[src/rtl/sr_cmd_pkg.sv]
// Shared types and width helpers for the SR command conditioner.
package sr_cmd_pkg;

   typedef enum logic [1:0] {
      IDLE    = 2'd0,
      PULSE_S = 2'd1,
      PULSE_R = 2'd2,
      GAP     = 2'd3
   } sr_cmd_state_t;

   // Bits needed to hold a count of 0..max_count, never less than one.
   function automatic int unsigned cnt_width(input int unsigned max_count);
      return (max_count < 1) ? 1 : $clog2(max_count + 1);
   endfunction

   function automatic int unsigned max2(input int unsigned a, input int unsigned b);
      return (a > b) ? a : b;
   endfunction

endpackage

[src/rtl/sr_debounce.sv]
// One request channel: 2-flop synchronizer, persistence debounce and
// single-cycle rising-edge request.
module sr_debounce #(
   parameter int unsigned DEBOUNCE_CYCLES = 4
) (
   input  logic clk,
   input  logic rst,
   input  logic raw,
   output logic rise_c
);
   import sr_cmd_pkg::*;

   localparam int unsigned CNT_W = cnt_width(DEBOUNCE_CYCLES);
   localparam logic [CNT_W-1:0] CNT_LAST = CNT_W'(DEBOUNCE_CYCLES - 1);

   logic             sync1;
   logic             sync2;
   logic             deb;
   logic             deb_q;
   logic [CNT_W-1:0] cnt;

   // Counter runs only while the synchronized level disagrees with the accepted one.
   always_ff @(posedge clk) begin
      if (rst) begin
         sync1 <= 1'b0;
         sync2 <= 1'b0;
         deb   <= 1'b0;
         deb_q <= 1'b0;
         cnt   <= '0;
      end else begin
         sync1 <= raw;
         sync2 <= sync1;
         deb_q <= deb;
         if (sync2 == deb) begin
            cnt <= '0;
         end else if (cnt == CNT_LAST) begin
            deb <= sync2;
            cnt <= '0;
         end else begin
            cnt <= cnt + CNT_W'(1);
         end
      end
   end

   assign rise_c = deb & ~deb_q;

endmodule

[src/rtl/sr_cmd_conditioner.sv]
// Turns two bouncy asynchronous request lines into clean, mutually exclusive
// s / r command pulses with a guaranteed idle gap between pulses.
module sr_cmd_conditioner #(
   parameter int unsigned DEBOUNCE_CYCLES = 4,
   parameter int unsigned PULSE_CYCLES    = 1,
   parameter int unsigned GAP_CYCLES      = 2
) (
   input  logic clk,
   input  logic rst,
   input  logic set_raw,
   input  logic reset_raw,
   output logic s,
   output logic r,
   output logic busy,
   output logic conflict
);
   import sr_cmd_pkg::*;

   localparam int unsigned CNT_W = cnt_width(max2(PULSE_CYCLES, GAP_CYCLES));
   localparam logic [CNT_W-1:0] PULSE_LAST = CNT_W'(PULSE_CYCLES - 1);
   localparam logic [CNT_W-1:0] GAP_LAST   = CNT_W'((GAP_CYCLES > 0) ? GAP_CYCLES - 1 : 0);

   sr_cmd_state_t   state;
   logic [CNT_W-1:0] cnt;
   logic            pend_s;
   logic            pend_r;
   logic            set_req_c;
   logic            reset_req_c;
   logic            any_s_c;
   logic            any_r_c;
   logic            serve_c;

   sr_debounce #(.DEBOUNCE_CYCLES(DEBOUNCE_CYCLES)) u_deb_set (
      .clk    (clk),
      .rst    (rst),
      .raw    (set_raw),
      .rise_c (set_req_c)
   );

   sr_debounce #(.DEBOUNCE_CYCLES(DEBOUNCE_CYCLES)) u_deb_reset (
      .clk    (clk),
      .rst    (rst),
      .raw    (reset_raw),
      .rise_c (reset_req_c)
   );

   // Decision point: idle, or the final busy cycle (end of gap, or end of pulse when there is no gap).
   always_comb begin
      any_s_c = pend_s | set_req_c;
      any_r_c = pend_r | reset_req_c;
      serve_c = 1'b0;
      case (state)
         IDLE:             serve_c = 1'b1;
         PULSE_S, PULSE_R: serve_c = (GAP_CYCLES == 0) && (cnt == PULSE_LAST);
         GAP:              serve_c = (cnt == GAP_LAST);
         default:          serve_c = 1'b1;
      endcase
   end

   // FSM, pulse/gap timer, pending flags and registered outputs.
   always_ff @(posedge clk) begin
      if (rst) begin
         state    <= IDLE;
         cnt      <= '0;
         pend_s   <= 1'b0;
         pend_r   <= 1'b0;
         s        <= 1'b0;
         r        <= 1'b0;
         busy     <= 1'b0;
         conflict <= 1'b0;
      end else begin
         conflict <= 1'b0;
         if (serve_c) begin
            cnt    <= '0;
            pend_s <= 1'b0;
            pend_r <= 1'b0;
            if (any_s_c && any_r_c) begin
               state    <= IDLE;
               s        <= 1'b0;
               r        <= 1'b0;
               busy     <= 1'b0;
               conflict <= 1'b1;
            end else if (any_s_c) begin
               state <= PULSE_S;
               s     <= 1'b1;
               r     <= 1'b0;
               busy  <= 1'b1;
            end else if (any_r_c) begin
               state <= PULSE_R;
               s     <= 1'b0;
               r     <= 1'b1;
               busy  <= 1'b1;
            end else begin
               state <= IDLE;
               s     <= 1'b0;
               r     <= 1'b0;
               busy  <= 1'b0;
            end
         end else begin
            pend_s <= any_s_c;
            pend_r <= any_r_c;
            if ((state == PULSE_S || state == PULSE_R) && cnt == PULSE_LAST) begin
               state <= GAP;
               s     <= 1'b0;
               r     <= 1'b0;
               cnt   <= '0;
            end else begin
               cnt <= cnt + CNT_W'(1);
            end
         end
      end
   end

endmodule
[config.mk]
export PLATFORM = sky130hd
export DESIGN_NAME = sr_cmd_conditioner
export DESIGN_NICKNAME = d
export VERILOG_FILES = /design/src/rtl/sr_cmd_pkg.sv /design/src/rtl/sr_debounce.sv /design/src/rtl/sr_cmd_conditioner.sv
export SDC_FILE = /design/constraint.sdc
export NUM_CORES = 1
export LEC_CHECK = 0
export ABC_AREA = 1
export BUFFER_PORTS_ARGS = -buffer_cell sky130_fd_sc_hd__buf_4
export CORE_UTILIZATION = 50
export CTS_CLUSTER_SIZE = 8
export DETAILED_ROUTE_END_ITERATION = 7
export PLACE_DENSITY = 0.72
export SYNTH_ARGS = -nofsm -noshare
export SYNTH_HDL_FRONTEND = slang
export SYNTH_SLANG_ARGS = --single-unit
[constraint.sdc]
create_clock -name clk -period 1.5 [get_ports clk]
set_input_delay 0.075 -clock clk [delete_from_list [all_inputs] [get_ports clk]]
set_output_delay 0.075 -clock clk [all_outputs]
set_load 0.1 [all_outputs]
[Yosys cells after proc, flatten, opt, wreduce, memory -nomap -nowiden]
Index checks and enable logic that the tools add are counted.
Operators by class
  multiplexer cells: 17
  divide/modulo/power cells: 0
  bitwise operators: 9
  add/subtract/negate cells: 3
  equality and inequality tests: 8
  $lt $le $gt $ge: 0
  shift operators: 0
  reduce and logical (&&, ||, !) cells: 14
  multiply operators: 0
Operators by type and width (number)
  $mux W1: 11
  $mux W2: 5
  $reduce_or A3 Y1: 3
  $add A3 B1 Y3 const B: 2
  $eq A3 B2 Y1 const B: 2
  $reduce_or A2 Y1: 3
  $not A1 Y1: 5
  $eq A2 B1 Y1 const B: 2
  $eq A2 B2 Y1 const B: 2
  $logic_not A2 Y1: 2
  $reduce_and A2 Y1: 2
  $pmux W1 S3: 1
  $add A2 B1 Y2 const B: 1
  $and A1 B1 Y1: 2
  $eq A1 B1 Y1: 2
  $logic_and A1 B1 Y1: 2
  $or A1 B1 Y1: 2
  $reduce_bool A2 Y1: 1
  $logic_or A1 B1 Y1: 1
Storage, ports and cells
  bits in latches: 0
  word-level logic and storage cells: 69
  memory bits (read-only): 0
  input port bits: 4
  memories: 0
  output and inout port bits: 4
  RAM bits: 0
  flip-flop bits (word level): 24

[Logic depth before layout (Yosys ltp)]
Gate-level depths: netlist of run 1.
  depth after elaboration: 7
  mapped depth: 9
  mapped depth without buffers: 9

[Cells and area by module]
From an unflattened synthesis of run 1, not the netlist that was laid out.
Unflattened totals
  cell total of the unflattened synthesis: 133
  area total of the unflattened synthesis: 1052.3 µm²
By module, submodules not included
  sr_cmd_conditioner: instances 1, seq. area each 200.2 µm², cells each 73, area each 539.3 µm²
  sr_debounce: instances 2, seq. area each 140.1 µm², cells each 30, area each 256.5 µm²

[Least setup slack after synthesis of run 1]
OpenSTA, ideal clock, no wires.
  path kind: register -> register
  from: reg, netlist name s
  to: reg s
  arrival: 1.257 ns
  period minus slack after synthesis: 1.320 ns
  required time: 1.436 ns
  setup time: 0.064 ns
  stages on the path, launching flop included: 4
  buffers on the path: 0
  slack: 0.180 ns
  cell sequence: dfxtp_1 and2_1 nor2_1 nor2_1
RTL lines
  to (signal assigned): RTL line sr_cmd_conditioner.sv:67  | s <= 1'b0;
  to (signal assigned): RTL line sr_cmd_conditioner.sv:79  | s <= 1'b0;
  to (signal assigned): RTL line sr_cmd_conditioner.sv:85  | s <= 1'b1;
  to (decl): RTL line sr_cmd_conditioner.sv:12  | output logic s,

[Final worst setup path of run 1]
  from: reg u_deb_set.deb
  to: reg state[0]
On the way
  longest elaborated chain between the ends: 5
  elaborated cells on any way between the ends: 6
  those cells by class: mux (3); bitwise (2); reduce/logical (1)
Ends and longest elaborated chain
  from (decl): RTL line sr_debounce.sv:18  | logic deb;
  from (signal assigned): RTL line sr_debounce.sv:37  | deb <= sync2;
  $and A1 B1 Y1 (*): RTL line sr_debounce.sv:45  | assign rise_c = deb & ~deb_q;
  $or A1 B1 Y1 (*): RTL line sr_cmd_conditioner.sv:49  | any_s_c = pend_s | set_req_c;
  named net any_s_c: RTL line sr_cmd_conditioner.sv:29  | logic any_s_c;
  $mux W2 or $logic_and A1 B1 Y1 (tied branches): RTL line sr_cmd_conditioner.sv:83, sr_cmd_conditioner.sv:77
  $mux W2 (*): RTL line sr_cmd_conditioner.sv:77  | if (any_s_c && any_r_c) begin
  $mux W2 (*): RTL line sr_cmd_conditioner.sv:73  | if (serve_c) begin
  to (signal assigned): RTL line sr_cmd_conditioner.sv:78  | state <= IDLE;
  to (signal assigned): RTL line sr_cmd_conditioner.sv:84  | state <= PULSE_S;
  to (signal assigned): RTL line sr_cmd_conditioner.sv:89  | state <= PULSE_R;
  to (decl): RTL line sr_cmd_conditioner.sv:23  | sr_cmd_state_t state;
The timed path passes the listed nets; every way through them passes the cells marked *.
A chain may end at the register's enable or synchronous reset.

==> qor.yml, run 1 <==
synth-seq-cells: 24
vdd_ir_drop_max_v: 0.0007041
ys_top_cells_by_count: "inv_1, dfxtp_1, nor2_1"
dieHeight_um: 46.83
clkLatencyLatePin_ps: 310
cts_buffer_depth: 2
hold_viol: 0
syn_inst: 119
use_met3: 0.04615
firstDrtPassIters: 2
status: "finished clean"
worst_slew_pin_slew_ps: 277.6
required_ps: 1720
clk_pin_slew_ps: 130
synth_top_area_frac: 0.4782
syn_area_um2: 1005
p_comb_frac: 0.054
crit_arrival_ps: 1490
cts_root_buffer: "clkbuf_4"
grt_pass1_vias: 589
htreeDepth: 1
grt_pass1_wl_mm: 2.497
internal_power_w: 0.0009414
yosys_warnings: 0
ys_async_sr_fraction: 0
final_util: 0.6382
track_usage: 0.1608
worst_setup_path_start_kind: "flop"
worstSetupPathType: "flop to flop"
ios: 8
num_vias: 708
antenna_found_initial: 0
die_w_um: 46.83
portBuffers: 7
grt_util_met2: 0.2333
clkPwrFrac: 0.392
finalCritPeriodShare: 0.8475
n_antenna_cell: 0
synth_most_common_cell: "inv_1"
gp_congestion: 0.7965
p_switching_w: 0.0002355
numCtsBuffers: 3
end_kind: "flop"
swShare: 0.2001
synth-main-ff-cell: "dfxtp_1"
start_util: 0.5576
busiest_layer: "met2"
area_delta_synth_final_pct: 14.45
p_leak_nw: 0.5531
slowest_stage: "dfxtp_1"
drt-initial-drc-count: 5
slew_violations: 0
drv_cap: 0
synthDistinctLibCells: 18
path_cells: "inv_1, nor2_1, nor2_1, inv_1, ha_1, inv_1, nand3_1, nand2_1, nor2_1"
layout-drive-gt1-share: 0.1527
finClkSkew_ps: 3.833
grt_start_max_net_pins: 15
grt.met1_usage: 0.2233
pwr-share-seq: 0.553
core_um2: 1802
clock-sinks: 24
slew_headroom: 0.8165
rsz0062_at_grt: "no"
rows: 15
cp_max_fo: 3
cts_tree: "done"
fin_tns_setup_ps: 0
avgSynthCellArea_um2: 8.443
fmax_mhz: 786.6
period_needed_ps: 1271
finalNonFillerCells: 156
fillers: 161
drc: 0
wl_mm: 1.386
ys_seq_area_frac: 0.4782
hpwl_mm: 1.069
synth_nets: 133
wl_per_cell_um: 8.885
cpPeakStageDelay_ps: 340
dieArea_um2: 2193
yosys-top-cells-area: "dfxtp_1, ha_1, inv_1"
p_per_area_nw_per_um2: 1023
grt.overflow.total: 0
place_inst: 150
hp-class: "input port to flop"
synth_edf_count: 0
setup_viol: 0
synth.largest_area_cell: "dfxtp_1"
vias_per_cell: 4.538
antenna_left: 0
finalNetCount: 146
cts_setup_buffers: 0
-- cells by family (layout without fill, tap and decap cells) --
kind of cell    after synthesis  in the layout  share of synthesized area
buf+inv                      26             38                     0.1046
flops                        24             24                     0.4782
simple gates                 55             55                     0.2727
fa+ha+maj                    10             10                     0.1245
compound gates                4              4                    0.01993
-- area by class of cell --
type / count / area [um^2] / share of cell area
sequential: 24 / 480.5 / 0.4178
clock inverter: 1 / 30.03 / 0.02612
timing repair buffer: 9 / 72.57 / 0.06311
multi-input combinational: 69 / 419.2 / 0.3645
tap: 25 / 31.28 / 0.02720
clock buffer: 3 / 22.52 / 0.01959
inverter: 25 / 93.84 / 0.08161
-- layout by cell type (no fill, tap or decap), drive strengths merged --
cell	instances
nand2	19
buf	7
dlygate4sd3	2
ha	10
and3	1
bufinv	1
nand3	6
nor3	2
clkbuf	3
nand4	1
and2	1
inv	25
nand3b	1
nor2	24
a21oi	2
dfxtp	24
o21ai	2
-- metrics by stage --
stage,cell area (um^2),worst slack (ps),hold WS [ps],total power [W]
final,1150,228.7,21.86,0.001177
after detailed placement,1077,232.3,284.4,0.0007258
after CTS,1150,220.2,13.25,0.001191
after global placement,1077,245.1,279.6,0.0007242
after floorplan,1005,179.6,182.0,0.0007124
after global routing,1150,47.92,18.66,0.001224
-- metal layers --
layer	part of all wire	vias to the layer above
met5	0	-
met4	0.0087	0
met3	0.030	2
met2	0.47	9
met1	0.49	316
li1	-	381
-- power by group through the flow --
stage / Clock [W] / Combinational, W / Sequential, W
after floorplan: 0 / 0.0000388 / 0.000674
after global placement: 0 / 0.0000591 / 0.000665
after detailed placement: 0 / 0.0000602 / 0.000666
after CTS: 0.000475 / 0.0000643 / 0.000652
after global routing: 0.000499 / 0.0000720 / 0.000653
final: 0.000461 / 0.0000641 / 0.000651
-- worst paths after layout --
path,from,endpoint,slack (ps),cells past startpoint
setup reg to reg,u_deb_set.deb,state[0],230,9
hold reg to reg,u_deb_reset.sync1,u_deb_reset.sync2,420,2
hold / removal,rst,u_deb_reset.sync1,20,2
setup / recovery,u_deb_set.deb,state[0],230,9
-- worst max-delay path, delay by kind of cell, from the launching register on --
| kind | cells | cell delay [ps] |
|---|---|---|
| flip-flops | 1 | 340 |
| buffers and inverters | 3 | 230 |
| AND/OR/NAND/NOR | 5 | 420 |
| adder cells (fa/ha/maj) | 1 | 200 |
-- sequential cells by signal (all words and copies together), names as in the netlist --
name and cells:
u_deb_set.sync1 1, u_deb_reset.sync2 1, pend_r 1, conflict 1, u_deb_reset.cnt 3, u_deb_reset.sync1 1, busy 1, u_deb_reset.deb_q 1
r 1, cnt 2, u_deb_reset.deb 1, u_deb_set.deb 1, s 1, u_deb_set.deb_q 1, pend_s 1, u_deb_set.cnt 3
state 2, u_deb_set.sync2 1
-- what timing repair did --
action	CTS	global route
hold endpoints to repair	2	0
resized for setup	0	0
hold buffers	2	0
Note: power is estimated with default switching activity, not from simulation.
==> run 2, diff against run 1 <==
clock period = 1.2 ns   (was 1.5 ns; I/O delays follow)
==> run 2 against run 1 <==
Worst setup slack got worse by 220 ps. Clock skew shrank 1.6 ps. Register-to-register slack lost 200 ps. Critical path depth decreased by 5. First-iteration DRC count shrank 40%. Sequential cell count did not move. Combinational power up 47%. Sequential share of layout area is 3.7 points lower. Global-route usage up 1.1 points. Sequential power rose by 25%. Critical path type is now input port to flop. Critical endpoint is now u_deb_reset.sync1.
==> qor.yml, run 2 (synthesis results as in run 1) <==
wl_per_cell_um: 9.842  # was 8.885 um
num_vias: 749  # was 708
grt_start_max_net_pins: 15  # unchanged
htreeDepth: 1  # unchanged
layout_setup_ws_ps: 6.486  # was 228.7 ps
vias_per_cell: 4.539  # was 4.538
core_um2: 1802  # unchanged
dpl-instance-area_um2: 1104  # was 1077 um^2
status: "finished clean"  # unchanged
cts_tree: "done"  # unchanged
cts_buffer_depth: 2  # unchanged
die_w_um: 46.83  # unchanged
firstDrtPassIters: 5  # was 2
slowest_stage: "dlygate4sd3_1"  # was dfxtp_1
r2r-start: "u_deb_set.deb"  # unchanged
finClkSkew_ps: 2.219  # was 3.833 ps
reg_top3: "u_deb_reset.cnt x3, u_deb_set.cnt x3"  # unchanged
holdPathEnd: "u_deb_reset.sync2"  # was u_deb_reset.sync1
cpPeakStageDelay_ps: 570  # was 340 ps
ff2ff_setup_slack_ps: 30  # was 230 ps
clkLatencyLatePin_ps: 310  # about the same
portBuffers: 7  # unchanged
multi_input_area_um2: 461.7  # was 419.2 um^2
grt_pass1_vias: 682  # was 589
p_per_area_nw_per_um2: 1163  # was 1023 nW/um^2
finalCritPeriodShare: 0.9946
rsz0062_at_grt: "yes"  # was no
wl_mm: 1.624  # was 1.386 mm
hold_viol: 0  # unchanged
rows: 15  # unchanged
worst-path-buf-inv: 3  # unchanged
fillers: 150  # was 161
crit_family: "buffers and inverters"  # was simple AND/OR/NAND/NOR gates
cts_root_buffer: "clkbuf_4"  # unchanged
reg2reg_depth: 7  # was 9
clock-sinks: 24  # unchanged
cp_max_fo: 11  # was 3
gp_congestion: 0.8030  # was 0.7965
track_usage: 0.1714  # was 0.1608
dieArea_um2: 2193  # unchanged
area_delta_synth_final_pct: 27.15  # was 14.45%
worstSetupPathType: "input port to flop"  # was flop to flop
p_leak_nw: 0.6040  # was 0.5531 nW
path_cells: "dlygate4sd3_1, buf_6, nor2_1, dlygate4sd3_1"  # was inv_1, nor2_1, nor2_1, inv_1, ha_1, inv_1, nand3_1, nand2_1, nor2_1
finalNonFillerCells: 165  # was 156
end_kind: "flop"  # unchanged
fmax_mhz: 837.9
mostFrequentLayoutCells: "inv_1, nor2_1, dfxtp_1"  # was inv_1, dfxtp_1, nor2_1
dieHeight_um: 46.83  # unchanged
layout-drive-gt1-share: 0.3000  # was 0.1527
hp-class: "flop to flop"  # was input port to flop
ios: 8  # unchanged
grt.overflow.total: 0  # unchanged
rr_endpoint: "busy"  # was state[0]
design_area_um2: 1277  # was 1150 um^2
antenna_found_initial: 0  # unchanged
period_needed_ps: 1194
crit_arrival_ps: 1410  # was 1490 ps
vdd_ir_drop_max_v: 0.001166  # was 0.0007041 V
worst_setup_path_start_kind: "input port"  # was flop
antenna_left: 0  # unchanged
required_ps: 1420  # was 1720 ps
slew_headroom: 0.8203  # was 0.8165
n_antenna_cell: 0  # unchanged
seq_area_um2: 486.7  # was 480.5 um^2
start_util: 0.5576  # unchanged
min_path_cells: 2  # unchanged
drt-initial-drc-count: 3  # was 5
numCtsBuffers: 3  # unchanged
setup_viol: 0  # unchanged
drc: 0  # unchanged
worstHoldStart: "u_deb_reset.sync1"  # was rst
grt_pass1_wl_mm: 2.587  # was 2.497 mm
finalNetCount: 155  # was 146
place_inst: 153  # was 150
cp-startpoint: "rst"  # was u_deb_set.deb
place_ws_ps: -22.73  # was 232.3 ps
worst_slew_pin_slew_ps: 269.3  # was 277.6 ps
clk_pin_slew_ps: 130  # about the same
drv_cap: 0  # unchanged
slew_violations: 0  # unchanged
hpwl_mm: 1.176  # was 1.069 mm
worst_path_most_repeated_cell: "dlygate4sd3_1"
[run 2: how the worst max path moves through the flow]
stage               slack [ps]           endpoint  depth (start not counted)
CTS                          6               busy                          7
global placement           -40               busy                          7
floorplan                   60           state[0]                          9
global route               -40                  s                          9
finish                       6  u_deb_reset.sync1                          4
detailed placement         -20               busy                          7
[run 2: area by class of cell]
| class | instances | share of cell area |
|---|---|---|
| Clock buffer | 3 | 0.01763 |
| Clock inverter | 1 | 0.02351 |
| Inverter | 25 | 0.07346 |
| Multi-Input combinational cell | 69 | 0.3614 |
| Sequential cell | 24 | 0.3810 |
| Tap cell | 25 | 0.02449 |
| Timing Repair Buffer | 18 | 0.1185 |
[run 2: worst min-delay path, cell delays in order (launching register included)]
cell and delay, ps:
dfxtp_1 320, inv_1 40, nor2_1 30
[run 2: repair_timing]
action | in CTS | in global routing
setup buffers | 0 | 3
hold buffers | 5 | 0
setup endpoints to repair | 5 | 8
pin swaps | 4 | 7
endpoints found under the hold margin | 4 | 0
resized for setup | 6 | 8
[run 2: stage by stage]
step                TNS (ps)  utilization  hold WS, ps  power (W)
floorplan                  0            -        167.0  0.0008908
global placement      -51.45       0.6125        261.2  0.0009054
detailed placement    -44.02       0.6125        273.5  0.0009082
CTS                        0       0.6799        411.9   0.001499
global route          -156.2       0.7090        434.1   0.001554
finish                     0       0.7090        410.0   0.001486
[run 2: power by group]
group          total (W)  internal, W  switching, W
Sequential      0.000815     0.000809    0.00000614
Clock           0.000577     0.000338      0.000239
Combinational  0.0000941    0.0000395     0.0000546
[run 2: per-layer routing]
metal | up-vias | wire [um] | global-route usage
li1 | 401 | - | -
met5 | - | 0 | 0
met4 | 0 | 6 | 0.05143
met3 | 2 | 65 | 0.06923
met1 | 333 | 675 | 0.1624
met2 | 13 | 876 | 0.3333
